<file path="config.mk">
export PLATFORM = sky130hd
export DESIGN_NAME = hazard_unit
export DESIGN_NICKNAME = d
export VERILOG_FILES = /design/src/rtl/mips_pipe_pkg.sv /design/src/rtl/md_busy_timer.sv /design/src/rtl/hazard_unit.sv
export SDC_FILE = /design/constraint.sdc
export NUM_CORES = 1
export LEC_CHECK = 0
export BUFFER_PORTS_ARGS = -buffer_cell sky130_fd_sc_hd__buf_2
export CORE_MARGIN = 8
export CORE_UTILIZATION = 50
export DETAILED_ROUTE_END_ITERATION = 8
export GPL_TIMING_DRIVEN = 0
export PLACE_DENSITY = 0.94
export SKIP_LAST_GASP = 1
export SLEW_MARGIN = 20
export SYNTH_ARGS = -nofsm -noshare
export SYNTH_HDL_FRONTEND = slang
export SYNTH_SLANG_ARGS = --single-unit
</file>
<file path="constraint.sdc">
create_clock -name clk -period 6 [get_ports clk]
set_clock_uncertainty 0.1 [all_clocks]
set_input_delay 1.2 -clock clk [delete_from_list [all_inputs] [get_ports clk]]
set_output_delay 1.2 -clock clk [all_outputs]
set_load 0.005 [all_outputs]
</file>
<file path="src/rtl/mips_pipe_pkg.sv">
// Shared definitions for the MIPS pipeline control blocks: hazard FSM states,
// the hard-wired zero register number and the default mult/div latency.
package mips_pipe_pkg;

    typedef enum logic {
        IDLE    = 1'b0,
        MD_BUSY = 1'b1
    } hz_state_t;

    localparam logic [4:0] REG_ZERO       = 5'd0;
    localparam int         MD_LAT_DEFAULT = 32;
    localparam int         MD_CNT_W       = 8;

endpackage

</file>
<file path="src/rtl/md_busy_timer.sv">
// Tracks the multi-cycle mult/div unit: a start request holds busy high for
// exactly MD_LAT cycles. Requests while busy are ignored, never restarting the count.
module md_busy_timer
    import mips_pipe_pkg::*;
#(
    parameter int MD_LAT = MD_LAT_DEFAULT
) (
    input  logic clk,
    input  logic rst,
    input  logic start,
    output logic busy
);

    localparam logic [MD_CNT_W-1:0] LAT_M1 = MD_CNT_W'(MD_LAT - 1);

    hz_state_t             state_q, state_d;
    logic [MD_CNT_W-1:0]   md_cnt_q, md_cnt_d;

    always_ff @(posedge clk or posedge rst) begin
        if (rst) begin
            state_q  <= IDLE;
            md_cnt_q <= '0;
        end else begin
            state_q  <= state_d;
            md_cnt_q <= md_cnt_d;
        end
    end

    // The count runs MD_LAT-1 down to 0, so the busy state spans MD_LAT cycles.
    always_comb begin
        state_d  = state_q;
        md_cnt_d = md_cnt_q;
        unique case (state_q)
            IDLE: begin
                if (start) begin
                    state_d  = MD_BUSY;
                    md_cnt_d = LAT_M1;
                end
            end
            MD_BUSY: begin
                if (md_cnt_q == '0) begin
                    state_d = IDLE;
                end else begin
                    md_cnt_d = md_cnt_q - 1'b1;
                end
            end
            default: begin
                state_d  = IDLE;
                md_cnt_d = '0;
            end
        endcase
    end

    assign busy = (state_q == MD_BUSY);

endmodule

</file>
<file path="src/rtl/hazard_unit.sv">
// Pipeline hazard controller: load-use stalls, taken-branch flushes and mult/div
// dependency stalls. Optional performance counters are built with HAZARD_PERF_EN.
module hazard_unit
    import mips_pipe_pkg::*;
#(
    parameter int MD_LAT = MD_LAT_DEFAULT,
    parameter int CNT_W  = 32
) (
    input  logic             clk,
    input  logic             rst,
    input  logic [4:0]       IFID_Rs,
    input  logic [4:0]       IFID_Rt,
    input  logic             IFID_UsesRt,
    input  logic [4:0]       IDEX_Rt,
    input  logic             IDEX_MemRd,
    input  logic             BranchTaken,
    input  logic             MDStart,
    input  logic             MDUse,
    output logic             PCWr,
    output logic             IFIDWr,
    output logic             IFIDrst,
    output logic             IDEXWr,
    output logic             IDEXrst,
`ifdef HAZARD_PERF_EN
    output logic [CNT_W-1:0] stall_cnt,
    output logic [CNT_W-1:0] flush_cnt,
`endif
    output logic             MDBusy
);

    logic load_hz;
    logic md_hz;
    logic md_busy;
    logic md_start;

    assign load_hz = IDEX_MemRd && (IDEX_Rt != REG_ZERO) &&
                     ((IDEX_Rt == IFID_Rs) || (IFID_UsesRt && (IDEX_Rt == IFID_Rt)));
    assign md_hz   = md_busy && MDUse;

    // A wrong-path or stalled MD op must not launch the unit.
    assign md_start = MDStart && !BranchTaken && !load_hz && !md_busy;

    md_busy_timer #(
        .MD_LAT (MD_LAT)
    ) u_md_busy_timer (
        .clk   (clk),
        .rst   (rst),
        .start (md_start),
        .busy  (md_busy)
    );

    assign MDBusy = md_busy;

    always_comb begin
        PCWr    = 1'b1;
        IFIDWr  = 1'b1;
        IFIDrst = 1'b0;
        IDEXWr  = 1'b1;
        IDEXrst = 1'b0;
        if (rst) begin
            PCWr   = 1'b0;
            IFIDWr = 1'b0;
            IDEXWr = 1'b0;
        end else if (BranchTaken) begin
            IFIDrst = 1'b1;
            IDEXrst = 1'b1;
        end else if (load_hz || md_hz) begin
            PCWr    = 1'b0;
            IFIDWr  = 1'b0;
            IDEXrst = 1'b1;
        end
    end

`ifdef HAZARD_PERF_EN
    logic [CNT_W-1:0] stall_cnt_q, stall_cnt_d;
    logic [CNT_W-1:0] flush_cnt_q, flush_cnt_d;

    assign stall_cnt_d = PCWr ? stall_cnt_q : stall_cnt_q + 1'b1;
    assign flush_cnt_d = BranchTaken ? flush_cnt_q + 1'b1 : flush_cnt_q;

    always_ff @(posedge clk or posedge rst) begin
        if (rst) begin
            stall_cnt_q <= '0;
            flush_cnt_q <= '0;
        end else begin
            stall_cnt_q <= stall_cnt_d;
            flush_cnt_q <= flush_cnt_d;
        end
    end

    assign stall_cnt = stall_cnt_q;
    assign flush_cnt = flush_cnt_q;
`endif

endmodule

</file>
==> metrics <==
Skew-Pair Late Insertion Delay=0.26 ns; Post-CTS Hold Buffers=0; CTS root buf=clkbuf_4; share of post-route cells with drive strength above 1=36.4%; xor/xnor share of the synthesized area=16.1%; power per cell area=344 nW/um^2; max-cap violation count=0; mux share of post-synthesis cell area=1.59%; post-synthesis sequential area ratio=a little under a third; unique cell type count in the Yosys netlist=28; largest net degree at the start of global routing=11; Routed Antenna Nets=0; total grt overflow=0; postcts setup bufs=0; DR iter-0 viols=12; Leak=0.401 nW; min cycle time layout=4.01 ns; Register-to-Register Setup Slack=3.91 ns; reg2reg path depth=4; CTS buffer count=3; cell count after synthesis=79; Clock transition at path regs=~0.060 ns; Routed met3 length=210 um; die width=53.6 um; CP Capture Type=output pin; Setup crit end=PCWr; TritonCTS clock tree=done; status=complete, no violations; number of global-route vias before repair=703; CP required=4.70 ns; H-tree levels=1; Synth top area share=31.9%; Max rail drop VDD=0.000215 V; global-route wire length before repair=between 2000 and 3000 um; simple-gate share of the synthesized area=22.7%; Port Buffers=27; final-layout fill cell count=around 120; post-synth net total=103; vias per std cell=5.30; Post-CTS Resized=0; startpoint types=primary input; synthesized-area fraction occupied by adder cells=roughly 3.5%; Synth Register Bits=9; CP max FO=3; Final Hold Fails=0; met2 wire len=820 um; die area=about 2900 sq um; Final #Nets=135; f_max=249 MHz; Cell Count, Final, Fillers Out=125; clk sinks=9; Rel. slew slack=64.1%; per-cell routed wire length=~13 um; antenna violations before repair=0; Worst EP arrival=about 2.7 ns; Avg Cell Area, Syn=8.95 sq um; RSZ-0062 raised after global routing=false; hold crit path type=reg2reg; area leader, netlist=dfrtp_1; placed insts=121; Clock Path Buffers=2; height of the die=53.6 um; register area=between 200 and 250 sq um; DR top layer=met4; area delta synth->final=25.5%; area of the multi-input gates=444 sq um; setup total negative slack=0 ns; compound-gate portion of the synthesized area=between 10% and 20%; initial core utilization=53.7%; final antenna diode count=0; Mapped Area=707 sq um; Yosys warnings=0; fin crit share=roughly 67%; vias after detailed routing=663; total wire length=1680 um; Critical R2R Capture=u_md_busy_timer.md_cnt_q[1]; Slew Viols, Final=0; largest family of logic cells by synthesized area=simple AND/OR/NAND/NOR gates; Final Hold Slack=roughly 0.46 ns; GPL Wtd Cong=0.828; reg-to-reg startpoint=u_md_busy_timer.md_cnt_q[2]; largest cells by area after synthesis=dfrtp_1 (32%), xnor2_1 (12%), nand2b_1 (5.3%); std cell rows=13; M1 WL=632 um; IO Pins=28; # DRC=0; first-pass iteration count of the detailed router=2; total track usage=12.8%; Core Area=1320 sq um; setup violators final=0; Worst-Margin Slew=0.538 ns; CP Launch Point=IDEX_Rt[1]; WS Path Type=in2out
[placed cells by master (no fill, tap or decap), types with 2 or more instances in the layout]
cell and n:
o22ai_1 2, xnor2_1 10, buf_2 27, ha_1 2, or4_1 2, o31a_1 2, nand2b_1 6, inv_1 5
dfrtp_1 9, buf_4 2, nand2_1 9, clkbuf_1 2, o31a_2 3, o21ai_0 3, or2_2 2, nor2_1 5
nand3_1 2, clkbuf_4 3, xor2_1 3
[layer usage]
layer	vias up	track usage, %
li1	336	-
met1	303	12.7
met2	22	23.4
met3	2	4.96
met4	0	5.46
met5	-	0
[worst min path at each step]
stage,start,to,depth (start not counted)
global placement,u_md_busy_timer.md_cnt_q[3],u_md_busy_timer.md_cnt_q[3],2
finish,u_md_busy_timer.md_cnt_q[4],u_md_busy_timer.md_cnt_q[4],2
CTS,u_md_busy_timer.md_cnt_q[4],u_md_busy_timer.md_cnt_q[4],2
detailed placement,u_md_busy_timer.md_cnt_q[4],u_md_busy_timer.md_cnt_q[4],2
global route,u_md_busy_timer.md_cnt_q[4],u_md_busy_timer.md_cnt_q[4],2
floorplan,u_md_busy_timer.md_cnt_q[4],u_md_busy_timer.md_cnt_q[4],2
[power by group]
| part | internal (mW) | total, mW | leakage, nW | switching (mW) |
|---|---|---|---|---|
| logic | 0.0762 | 0.145 | 0.281 | 0.0693 |
| registers | 0.0853 | 0.113 | 0.105 | 0.0274 |
| clock network | 0.0256 | 0.0468 | 0.0150 | 0.0212 |
[logic make-up after synthesis]
| family | after synthesis |
|---|---|
| and+or+nand+nor | 31 |
| AOI/OAI and AO/OA | 15 |
| xor gates and xnor gates | 13 |
| DFF | 9 |
| buffers and inverters | 8 |
| adders and majority gates | 2 |
| muxes | 1 |
[synthesized netlist by cell type, drive strengths merged]
library cell / instances
a2111oi: 1
or4: 2
and2: 1
nor4b: 1
a221oi: 1
nand2b: 6
nor2: 5
clkbuf: 1
o21ai: 3
nor4: 1
nand4: 1
o22ai: 2
buf: 2
ha: 2
nand3: 2
xnor2: 10
o21a: 1
o31a: 5
a22o: 1
xor2: 3
dfrtp: 9
nand2: 9
inv: 5
or2: 2
nor3: 1
a21oi: 1
mux2: 1
[critical path: stages]
cell and delay (ns):
buf_2 0.12, or4_1 0.52, o21a_1 0.24, a22o_2 0.23, a21oi_1 0.17, buf_4 0.13, buf_2 0.10
[sequential cells by signal, indices dropped and copies added (netlist names)]
signal                    flops
u_md_busy_timer.md_cnt_q      8
u_md_busy_timer.busy          1
[area by class of cell]
type,count,share of cell area [%]
buffer,3,2.12
timing repair buffer,27,15.2
multi-input combinational,62,50.1
inverter,5,2.12
sequential,9,25.4
tap,15,2.12
clock buffer,4,2.96
[stage by stage]
stage / power, mW / setup slack (ns) / instance area (sq um) / util, %
finish: 0.305 / 1.99 / 887 / 67.3
floorplan: 0.218 / 2.21 / 707 / -
global placement: 0.249 / 2.01 / 861 / 65.3
CTS: 0.308 / 1.98 / 887 / 67.3
detailed placement: 0.258 / 1.99 / 861 / 65.3
global route: 0.334 / 1.91 / 887 / 67.3
Power figures use the tool's default switching activity.
